[src/rtl/PARAMS_pkg.sv]
// Shared core parameters and types for the memory-access stage.
// Provides data/address widths, opcode and funct3 encodings, the stage FSM
// state type, and a helper that decodes funct3 into an access size.
package PARAMS_pkg;

    localparam int unsigned WD_SIZE     = 32;
    localparam int unsigned RD_BITS     = 5;
    localparam int unsigned OPCODE_BITS = 7;
    localparam int unsigned FUNCT3_BITS = 3;
    localparam int unsigned BE_BITS     = WD_SIZE / 8;

    localparam logic [OPCODE_BITS-1:0] OPCODE_LD = 7'b0000011;
    localparam logic [OPCODE_BITS-1:0] OPCODE_ST = 7'b0100011;

    localparam logic [FUNCT3_BITS-1:0] F3_B  = 3'b000;
    localparam logic [FUNCT3_BITS-1:0] F3_H  = 3'b001;
    localparam logic [FUNCT3_BITS-1:0] F3_W  = 3'b010;
    localparam logic [FUNCT3_BITS-1:0] F3_BU = 3'b100;
    localparam logic [FUNCT3_BITS-1:0] F3_HU = 3'b101;

    typedef enum logic [1:0] {
        IDLE,
        REQ,
        WAIT
    } mem_state_t;

    typedef enum logic [1:0] {
        SzByte,
        SzHalf,
        SzWord
    } acc_size_t;

    // Unsigned byte/half encodings only exist for loads; any unknown funct3 is a word.
    function automatic acc_size_t decode_size(input logic [FUNCT3_BITS-1:0] f3,
                                              input logic                   is_store);
        acc_size_t sz;
        sz = SzWord;
        if (f3 == F3_B || (!is_store && f3 == F3_BU)) begin
            sz = SzByte;
        end else if (f3 == F3_H || (!is_store && f3 == F3_HU)) begin
            sz = SzHalf;
        end
        return sz;
    endfunction

endpackage

[src/rtl/load_align.sv]
// Load data extraction: selects the addressed byte/half of a memory word and
// sign- or zero-extends it according to funct3.
// Ports: rdata  - raw memory word
//        lane   - byte offset within the word (addr[1:0])
//        funct3 - access size / signedness
//        data   - extended result
module load_align
    import PARAMS_pkg::*;
(
    input  logic [WD_SIZE-1:0]     rdata,
    input  logic [1:0]             lane,
    input  logic [FUNCT3_BITS-1:0] funct3,
    output logic [WD_SIZE-1:0]     data
);

    logic [7:0]  byte_sel;
    logic [15:0] half_sel;

    always_comb begin
        byte_sel = rdata[7:0];
        unique case (lane)
            2'd0: byte_sel = rdata[7:0];
            2'd1: byte_sel = rdata[15:8];
            2'd2: byte_sel = rdata[23:16];
            2'd3: byte_sel = rdata[31:24];
            default: byte_sel = rdata[7:0];
        endcase
        half_sel = lane[1] ? rdata[31:16] : rdata[15:0];
    end

    always_comb begin
        data = rdata;
        case (funct3)
            F3_B:    data = {{(WD_SIZE-8){byte_sel[7]}}, byte_sel};
            F3_BU:   data = {{(WD_SIZE-8){1'b0}}, byte_sel};
            F3_H:    data = {{(WD_SIZE-16){half_sel[15]}}, half_sel};
            F3_HU:   data = {{(WD_SIZE-16){1'b0}}, half_sel};
            default: data = rdata;
        endcase
    end

endmodule

[src/rtl/mem_stage.sv]
// Memory-access stage following EX. Non-memory ops retire the next cycle;
// loads/stores run a req/gnt/rvalid handshake and stall EX via in_ready.
// Ports: clk/reset          - clock, async active-high reset
//        in_valid/in_ready  - EX handshake
//        opcode..rd_we      - instruction fields from EX
//        dmem_*             - data memory request/response
//        wb_*               - retire pulse and register write to writeback
//        exc_misaligned     - misaligned access pulse, coincident with wb_valid
module mem_stage
    import PARAMS_pkg::*;
(
    input  logic                   clk,
    input  logic                   reset,
    input  logic                   in_valid,
    output logic                   in_ready,
    input  logic [OPCODE_BITS-1:0] opcode,
    input  logic [FUNCT3_BITS-1:0] funct3,
    input  logic [WD_SIZE-1:0]     alu_result,
    input  logic [WD_SIZE-1:0]     store_data,
    input  logic [RD_BITS-1:0]     rd_addr,
    input  logic                   rd_we,
    output logic                   dmem_req,
    output logic                   dmem_we,
    output logic [WD_SIZE-1:0]     dmem_addr,
    output logic [BE_BITS-1:0]     dmem_be,
    output logic [WD_SIZE-1:0]     dmem_wdata,
    input  logic                   dmem_gnt,
    input  logic                   dmem_rvalid,
    input  logic [WD_SIZE-1:0]     dmem_rdata,
    output logic                   wb_valid,
    output logic                   wb_we,
    output logic [RD_BITS-1:0]     wb_rd,
    output logic [WD_SIZE-1:0]     wb_data,
    output logic                   exc_misaligned
);

    mem_state_t               state_q, state_d;
    logic                     dmem_req_q, dmem_req_d;
    logic                     dmem_we_q, dmem_we_d;
    logic [WD_SIZE-1:0]       dmem_addr_q, dmem_addr_d;
    logic [BE_BITS-1:0]       dmem_be_q, dmem_be_d;
    logic [WD_SIZE-1:0]       dmem_wdata_q, dmem_wdata_d;
    logic                     wb_valid_q, wb_valid_d;
    logic                     wb_we_q, wb_we_d;
    logic [RD_BITS-1:0]       wb_rd_q, wb_rd_d;
    logic [WD_SIZE-1:0]       wb_data_q, wb_data_d;
    logic                     exc_q, exc_d;
    // Load context kept until rvalid
    logic [FUNCT3_BITS-1:0]   f3_q, f3_d;
    logic [1:0]               lane_q, lane_d;
    logic                     ld_we_q, ld_we_d;

    logic                     is_ld, is_st, misaligned, rd_write;
    acc_size_t                size;
    logic [WD_SIZE-1:0]       ld_data;

    load_align u_load_align (
        .rdata  (dmem_rdata),
        .lane   (lane_q),
        .funct3 (f3_q),
        .data   (ld_data)
    );

    assign is_ld    = (opcode == OPCODE_LD);
    assign is_st    = (opcode == OPCODE_ST);
    assign size     = decode_size(funct3, is_st);
    assign rd_write = rd_we && (rd_addr != '0);
    assign in_ready = (state_q == IDLE);

    always_comb begin
        misaligned = 1'b0;
        case (size)
            SzHalf:  misaligned = alu_result[0];
            SzWord:  misaligned = (alu_result[1:0] != 2'b00);
            default: misaligned = 1'b0;
        endcase
    end

    always_comb begin
        state_d      = state_q;
        dmem_req_d   = dmem_req_q;
        dmem_we_d    = dmem_we_q;
        dmem_addr_d  = dmem_addr_q;
        dmem_be_d    = dmem_be_q;
        dmem_wdata_d = dmem_wdata_q;
        wb_valid_d   = 1'b0;
        wb_we_d      = wb_we_q;
        wb_rd_d      = wb_rd_q;
        wb_data_d    = wb_data_q;
        exc_d        = 1'b0;
        f3_d         = f3_q;
        lane_d       = lane_q;
        ld_we_d      = ld_we_q;

        unique case (state_q)
            IDLE: begin
                if (in_valid) begin
                    wb_rd_d = rd_addr;
                    if (is_ld || is_st) begin
                        if (misaligned) begin
                            wb_valid_d = 1'b1;
                            wb_we_d    = 1'b0;
                            exc_d      = 1'b1;
                        end else begin
                            state_d     = REQ;
                            dmem_req_d  = 1'b1;
                            dmem_we_d   = is_st;
                            dmem_addr_d = {alu_result[WD_SIZE-1:2], 2'b00};
                            f3_d        = funct3;
                            lane_d      = alu_result[1:0];
                            ld_we_d     = rd_write;
                            // Loads always fetch the whole word; extraction happens on return.
                            if (is_st && size == SzByte) begin
                                dmem_be_d    = BE_BITS'(4'b0001) << alu_result[1:0];
                                dmem_wdata_d = {4{store_data[7:0]}};
                            end else if (is_st && size == SzHalf) begin
                                dmem_be_d    = BE_BITS'(4'b0011) << alu_result[1:0];
                                dmem_wdata_d = {2{store_data[15:0]}};
                            end else begin
                                dmem_be_d    = '1;
                                dmem_wdata_d = store_data;
                            end
                        end
                    end else begin
                        wb_valid_d = 1'b1;
                        wb_we_d    = rd_write;
                        wb_data_d  = alu_result;
                    end
                end
            end
            REQ: begin
                if (dmem_gnt) begin
                    dmem_req_d = 1'b0;
                    dmem_we_d  = 1'b0;
                    if (dmem_we_q) begin
                        wb_valid_d = 1'b1;
                        wb_we_d    = 1'b0;
                        state_d    = IDLE;
                    end else begin
                        state_d = WAIT;
                    end
                end
            end
            WAIT: begin
                if (dmem_rvalid) begin
                    wb_valid_d = 1'b1;
                    wb_we_d    = ld_we_q;
                    wb_data_d  = ld_data;
                    state_d    = IDLE;
                end
            end
            default: state_d = IDLE;
        endcase
    end

    always_ff @(posedge clk or posedge reset) begin
        if (reset) begin
            state_q      <= IDLE;
            dmem_req_q   <= 1'b0;
            dmem_we_q    <= 1'b0;
            dmem_addr_q  <= '0;
            dmem_be_q    <= '0;
            dmem_wdata_q <= '0;
            wb_valid_q   <= 1'b0;
            wb_we_q      <= 1'b0;
            wb_rd_q      <= '0;
            wb_data_q    <= '0;
            exc_q        <= 1'b0;
            f3_q         <= '0;
            lane_q       <= '0;
            ld_we_q      <= 1'b0;
        end else begin
            state_q      <= state_d;
            dmem_req_q   <= dmem_req_d;
            dmem_we_q    <= dmem_we_d;
            dmem_addr_q  <= dmem_addr_d;
            dmem_be_q    <= dmem_be_d;
            dmem_wdata_q <= dmem_wdata_d;
            wb_valid_q   <= wb_valid_d;
            wb_we_q      <= wb_we_d;
            wb_rd_q      <= wb_rd_d;
            wb_data_q    <= wb_data_d;
            exc_q        <= exc_d;
            f3_q         <= f3_d;
            lane_q       <= lane_d;
            ld_we_q      <= ld_we_d;
        end
    end

    assign dmem_req       = dmem_req_q;
    assign dmem_we        = dmem_we_q;
    assign dmem_addr      = dmem_addr_q;
    assign dmem_be        = dmem_be_q;
    assign dmem_wdata     = dmem_wdata_q;
    assign wb_valid       = wb_valid_q;
    assign wb_we          = wb_we_q;
    assign wb_rd          = wb_rd_q;
    assign wb_data        = wb_data_q;
    assign exc_misaligned = exc_q;

endmodule

[config.mk]
export PLATFORM = sky130hd
export DESIGN_NAME = mem_stage
export DESIGN_NICKNAME = d
export VERILOG_FILES = /design/src/rtl/PARAMS_pkg.sv /design/src/rtl/load_align.sv /design/src/rtl/mem_stage.sv
export SDC_FILE = /design/constraint.sdc
export NUM_CORES = 1
export LEC_CHECK = 0
export BUFFER_PORTS_ARGS = -buffer_cell sky130_fd_sc_hd__buf_2
export CAP_MARGIN = 40
export CORE_UTILIZATION = 25
export DETAILED_ROUTE_END_ITERATION = 10
export PLACE_DENSITY_LB_ADDON = 0.05
export SLEW_MARGIN = 20
export SYNTH_ARGS = -nofsm -noshare
export SYNTH_HDL_FRONTEND = slang
export SYNTH_SLANG_ARGS = --single-unit
[constraint.sdc]
create_clock -name clk -period 4.4 [get_ports clk]
set_input_delay 0 -clock clk [delete_from_list [all_inputs] [get_ports clk]]
set_output_delay 0 -clock clk [all_outputs]
set_load 0.005 [all_outputs]
==> flow_summary.json, run 1 <==
{
  "status": "complete, no violations",
  "rsz0062_at_grt": "false",
  "cp-end-kind": "register",
  "slew_headroom": 0.450,
  "place_area_um2": 7100,
  "whs_endpoint": "wb_data[27]",
  "tightestPinTransition_ns": 0.825,
  "grt_start_max_net_pins": 78,
  "core-area_um2": 22600,
  "vdd_drop_max_uv": 245,
  "cp_max_fo": 43,
  "syn_area_um2": 5740,
  "vias_per_cell": 4.67,
  "slowest_delay_ns": 0.55,
  "overflow": 0,
  "multi_input_comb_area_um2": 2570,
  "worstSkewPairLatency_ns": 0.41,
  "path_clk_slew_ns": 0.06,
  "routed_wirelength_mm": 19.8,
  "holdCritStartpoint": "dmem_rdata[27]",
  "ys.flop_type": "dfrtp_1",
  "fin_cells": 1170,
  "r2r_slack_ns": 1.67,
  "maxCapViolCount": 0,
  "period_share": 0.621,
  "post_synth.cell_area_avg_um2": 10.3,
  "cts.htree.levels": 4,
  "grt_pass1_vias": 5764,
  "avgRoutedWirePerCell_um": 16.9,
  "numCtsBuffers": 17,
  "worstHoldPathCells": 3,
  "crit_arrival_ns": 3.04,
  "die_h_um": 154,
  "clk_path_buf_depth": 2,
  "ys_seq_area_frac": 0.505,
  "drt-pass1-iter-count": 6,
  "cts_sinks": 116,
  "vias": 5469,
  "dpl_worst_slack_ns": 1.64,
  "setup-violations-final": 0,
  "cts-root-buf": "clkbuf_16",
  "synthToLayoutAreaGrowth_pct": 51.1,
  "cts_tree": "yes",
  "crit_chain": "inv_1 -> ha_2 -> buf_4 -> nand2b_1 -> o211ai_1 -> a21o_1 -> buf_4 -> a211oi_1 -> a21o_1",
  "p_total_mw": 3.90,
  "ff2ff_path_depth": 9,
  "port_buffers": 225,
  "die_area_um2": 23600,
  "layout_min_cycle_time_ns": 2.73,
  "crit_slowest_cell": "a21o_1",
  "design_area_um2": 8680,
  "final_util": 0.385,
  "synth_edf_count": 0,
  "rows": 55,
  "async_flop_share": 1.00,
  "initial_core_util": 0.254,
  "grt_usage": 0.174,
  "power_density_nw_per_um2": 449,
  "final_nets": 996,
  "crit_type": "register to register",
  "fin_setup_tns_ns": 0,
  "finalHoldViolations": 0,
  "fin_ws_ns": 1.67,
  "initialDrtViolationCount": 224,
  "dp_hpwl_mm": 14.4,
  "leakage_nw": 4.42,
  "ff_latch_area_um2": 2900,
  "ys_seq_elements": 116,
  "grt_pass1_wl_mm": 31.8,
  "r2r_start": "state_q[0]",
  "dp.cells": 1037,
  "gp_congestion": 0.847,
  "max_freq_ghz": 0.366,
  "die_w_um": 154,
  "cp_top_family": "compound AO/OA/AOI/OAI gates",
  "finalClockSkew_ns": 0.0102,
  "grt_antenna_before_repair": 1,
  "whs_ns": 0.0108,
  "post-route-drc-count": 0,
  "synthDistinctLibCells": 48,
  "path_buf_inv": 3,
  "slew_viol_final": 0,
  "r2r_end": "wb_data[4]",
  "hold_path_class": "input port to register",
  "yosys_warnings": 0,
  "required_ns": 4.71,
  "synth_cells": 558,
  "ant_nets": 0,
  "layout-drive-gt1-share": 0.363,
  "ioPinCount": 228,
  "cp-start-kind": "register",
  "fill_cells": 2275
}
-- logic make-up (layout without fill, tap and decap cells) --
kind of cell | after synthesis | after routing | share of synthesized area
and+or+nand+nor | 126 | 126 | 0.0945
muxes | 80 | 80 | 0.153
DFF | 116 | 116 | 0.505
other | 1 | 3 | 0.000653
adders and majority gates | 8 | 8 | 0.0174
AOI/OAI and AO/OA | 174 | 174 | 0.181
buffers and inverters | 53 | 378 | 0.0481
-- worst max path at each step --
stage / from / to / slack (ns) / depth (start not counted)
after floorplan: reset / dmem_addr[10] / 1.33 / 1
after global placement: state_q[0] / wb_data[4] / 1.73 / 9
after detailed placement: state_q[0] / wb_data[3] / 1.64 / 9
after CTS: state_q[0] / wb_data[3] / 1.64 / 9
after global routing: state_q[0] / wb_data[4] / 1.47 / 9
final: state_q[0] / wb_data[4] / 1.67 / 9
-- synth_stat cells (10+ instances only) --
master / count / area share
mux2_2: 48 / 0.094
buf_2: 11 / 0.0096
o21ai_0: 73 / 0.064
nor2_1: 29 / 0.019
inv_1: 11 / 0.0072
dfrtp_1: 116 / 0.51
a21oi_1: 40 / 0.035
nand2_1: 68 / 0.044
mux2i_1: 31 / 0.054
clkbuf_1: 16 / 0.010
o21ai_1: 10 / 0.0087
-- cell type report --
type,count,share of cell area
Clock buffer,17,0.0490
Clock inverter,15,0.0182
Timing Repair Buffer,335,0.256
Antenna cell,1,0.000288
Multi-Input combinational cell,390,0.297
Tap cell,285,0.0411
Sequential cell,116,0.334
Inverter,11,0.00504
-- timing repair --
action | in CTS | in global routing
buffers inserted | 0 | 0
hold buffers | 100 | 0
endpoints found under the hold margin | 189 | 0
resized for setup | 0 | 0
-- layer usage --
metal	wire [µm]	vias to the layer above	global-route usage
li1	-	2624	-
met1	8520	2623	0.209
met2	9630	206	0.301
met3	1380	16	0.0524
met4	272	0	0.0452
met5	0	-	0
-- worst reg2reg max path: cells and delay by family, from the launching register on --
| kind | cells | cell delay, ns |
|---|---|---|
| AOI/OAI and AO/OA | 4 | 1.00 |
| DFF | 1 | 0.41 |
| buffers and inverters | 3 | 0.88 |
| and+or+nand+nor | 1 | 0.14 |
| adders and majority gates | 1 | 0.20 |
-- registers in the layout, indices dropped and copies added (netlist names), 2 cells and up --
| signal | count |
|---|---|
| wb_rd | 5 |
| lane_q | 2 |
| dmem_be | 4 |
| f3_q | 3 |
| wb_data | 32 |
| dmem_wdata | 32 |
| state_q | 2 |
| dmem_addr | 30 |
-- layout by cell type, fill, tap and decap left out, types with 3 or more instances in the layout --
cell             n
a22oi_1          3
mux2i_1         31
clkbuf_16       17
buf_2          225
a21o_1           5
inv_1           10
a22o_1           6
nand3_1          5
nand2_1         68
o2111ai_1        3
clkinv_4         3
clkinvlp_4       4
dlygate4sd3_1  100
o21ai_1         10
inv_6            3
o21ai_0         73
o221ai_1         3
a221oi_1         8
dfrtp_1        116
a211oi_1         7
nand2b_1         7
nor2b_1          6
clkinv_2         3
mux2_2          48
buf_4            8
ha_1             7
nor2_1          29
a21oi_1         39
-- power breakdown --
part / switching, mW / internal [mW]
Sequential: 0.151 / 1.32
Clock: 0.548 / 0.837
Combinational: 0.548 / 0.499
Power figures use the tool's default switching activity.
==> run 2, diff against run 1 <==
--- a/config.mk
+++ b/config.mk
@@ -5,6 +5,7 @@
 export SDC_FILE = /design/constraint.sdc
 export NUM_CORES = 1
 export LEC_CHECK = 0
+export ABC_AREA = 1
 export BUFFER_PORTS_ARGS = -buffer_cell sky130_fd_sc_hd__buf_2
 export CAP_MARGIN = 40
 export CORE_UTILIZATION = 25
==> constraint.sdc (replaced) <==
create_clock -name clk -period 2.73 [get_ports clk]
set_input_delay 0 -clock clk [delete_from_list [all_inputs] [get_ports clk]]
set_output_delay 0 -clock clk [all_outputs]
set_load 0.005 [all_outputs]
==> run 2 against run 1 <==
Net effect:
- non-clock buffer count fell by 4
- register-to-register slack worse by 1.0 ns
- sequential power is 61% higher
- sequential cell count unchanged
- die area rose by 7.4%
- critical path type is now input port to register
- synthesized area grew 7.5%
- power up 73%
- largest power group unchanged
==> flow_summary.json, run 2 <==
{
  "vias": 6341,
  "layout-drive-gt1-share": 0.253,
  "avgRoutedWirePerCell_um": 14.9,
  "tightestPinTransition_ns": 0.555,
  "ys_top_cells_by_count": "360 x nand2_1, 116 x dfrtp_1, 61 x inv_1",
  "fin_setup_tns_ns": 0,
  "power_switching_mw": 2.32,
  "cp_max_fo": 11,
  "p_seq_frac": 0.350,
  "core-area_um2": 24200,
  "cts_tree": "yes",
  "slew_viol_final": 0,
  "netlist.top_cell.by_area": "dfrtp_1",
  "grt_start_max_net_pins": 78,
  "r2r_end": "wb_data[31]",
  "internal_power_mw": 4.43,
  "finalHoldViolations": 0,
  "slew_headroom": 0.630,
  "required_ns": 3.04,
  "post_synth.cell_area_avg_um2": 7.43,
  "initialDrtViolationCount": 366,
  "ys_seq_area_frac": 0.470,
  "crit_type": "input port to register",
  "maxCapViolCount": 0,
  "cp-end-kind": "register",
  "overflow": 0,
  "rsz0062_at_grt": "false",
  "hold_path_class": "input port to register",
  "cts.htree.levels": 4,
  "numCtsBuffers": 17,
  "power_density_nw_per_um2": 744,
  "vdd_drop_max_uv": 275,
  "crit_arrival_ns": 2.54,
  "final_nets": 1264,
  "synth_edf_count": 0,
  "ff2ff_path_depth": 7,
  "ctsHoldBuffers": 96,
  "sw_frac_of_total": 0.343,
  "grt_usage": 0.177,
  "design_area_um2": 9060,
  "whs_ns": 0.0206,
  "fill_cells": 2654,
  "yosysMostFrequentCell": "nand2_1",
  "die_w_um": 159,
  "ys.flop_type": "dfrtp_1",
  "holdCritStartpoint": "store_data[31]",
  "r2r_slack_ns": 0.63,
  "port_buffers": 225,
  "cp-start-kind": "input port",
  "yosysTopAreaCellShare": 0.470,
  "synth.top_cells.by_area": "dfrtp_1 47%, nand2_1 22%, a21oi_1 4.6%, o21ai_1 4.1%, inv_1 3.7%",
  "grt_pass1_wl_mm": 34.8,
  "finalClockSkew_ns": 0.0129,
  "worstHoldPathCells": 7,
  "whs_endpoint": "dmem_wdata[31]",
  "final_util": 0.374,
  "routed_wirelength_mm": 22.0,
  "cts_sinks": 116,
  "grt_pass1_vias": 6235,
  "max_freq_ghz": 0.448,
  "layout_min_cycle_time_ns": 2.23,
  "setup-violations-final": 0,
  "layout_common_cells": "359 x nand2_1, 225 x buf_2, 116 x dfrtp_1, 96 x dlygate4sd3_1, 60 x inv_1",
  "path_clk_slew_ns": 0.06,
  "async_flop_share": 1.00,
  "worstSkewPairLatency_ns": 0.42,
  "grt_antenna_before_repair": 0,
  "ioPinCount": 228,
  "initial_core_util": 0.255,
  "period_share": 0.818,
  "dp.cells": 1348,
  "synthToLayoutAreaGrowth_pct": 46.7,
  "clockPowerShare": 0.319,
  "fin_cells": 1473,
  "comb_power_share": 0.331,
  "antennaDiodeCount": 0,
  "clk_path_buf_depth": 2,
  "post-route-drc-count": 0,
  "leakage_nw": 4.99,
  "gp_congestion": 0.805,
  "post_cts_buffers": 0,
  "ys_seq_elements": 116,
  "r2r_start": "lane_q[1]",
  "ctsResizeCount": 0,
  "die_area_um2": 25300,
  "vias_per_cell": 4.30,
  "ant_nets": 0,
  "synth_cells": 831,
  "syn_area_um2": 6180,
  "place_area_um2": 7550,
  "yosys_warnings": 0,
  "drt-pass1-iter-count": 4,
  "dp_hpwl_mm": 15.7,
  "final_common_cell": "nand2_1",
  "die_h_um": 159,
  "status": "complete, no violations",
  "cts-root-buf": "clkbuf_16",
  "synthDistinctLibCells": 32,
  "rows": 57
}
## run 2: logic make-up (layout without fill, tap and decap cells)
group | count (synthesis) | in the layout | share of synthesized area
adder cells (fa/ha/maj) | 8 | 8 | 0.0162
other | 1 | 2 | 0.000607
AND/OR/NAND/NOR | 446 | 446 | 0.293
flip-flops | 116 | 116 | 0.470
multiplexers | 3 | 3 | 0.00486
buffers and inverters | 111 | 428 | 0.0897
AO/OA/AOI/OAI | 146 | 146 | 0.125
## run 2: layout make-up
type,count,area (µm²),share of cell area
Clock inverter,6,80.1,0.00884
Multi-Input combinational cell,605,2730,0.302
Sequential cell,116,2900,0.320
Inverter,68,259,0.0286
Timing Repair Buffer,331,2210,0.244
Tap cell,324,405,0.0447
Clock buffer,23,468,0.0517
## run 2: worst max path at each step
| stage | slack [ns] | to | cells after the start | startpoint |
|---|---|---|---|---|
| 2_1_floorplan | 1.03 | wb_data[1] | 10 | state_q[0] |
| 3_3_place_gp | 0.68 | wb_data[28] | 7 | lane_q[1] |
| 3_5_place_dp | 0.66 | wb_data[31] | 7 | lane_q[1] |
| 4_1_cts | 0.44 | dmem_wdata[27] | 13 | funct3[1] |
| 5_1_grt | 0.26 | dmem_wdata[27] | 13 | funct3[1] |
| 6_report | 0.50 | dmem_wdata[27] | 13 | funct3[1] |
## run 2: metal layers
metal,global-route usage,routed length [µm]
met2,0.270,9870
met5,0,0
met4,0.0498,263
met3,0.0367,1090
met1,0.251,10800
## run 2: per-stage QoR
stage	total power, mW	worst slack [ns]
after floorplan	3.62	1.03
after global placement	4.55	0.678
after detailed placement	4.55	0.664
after CTS	6.88	0.443
after global routing	7.24	0.263
final	6.74	0.498
## run 2: worst max-delay path, stage by stage
cell and delay, ns:
dlygate4sd3_1 0.54, buf_2 0.13, inv_2 0.11, nand2_1 0.09, nor2_2 0.32, nand2_1 0.38, nand2_1 0.15, nand2_1 0.05
dlygate4sd3_1 0.55, nand2_1 0.06, nand2_1 0.06, nand2_1 0.06, nand2_1 0.05
## run 2: power groups by stage
stage	sequential (mW)	clock, mW	combinational, mW
after CTS	2.37	2.23	2.28
after floorplan	2.40	0	1.22
after global placement	2.39	0	2.16
after detailed placement	2.39	0	2.16
after global routing	2.42	2.30	2.53
final	2.36	2.15	2.23
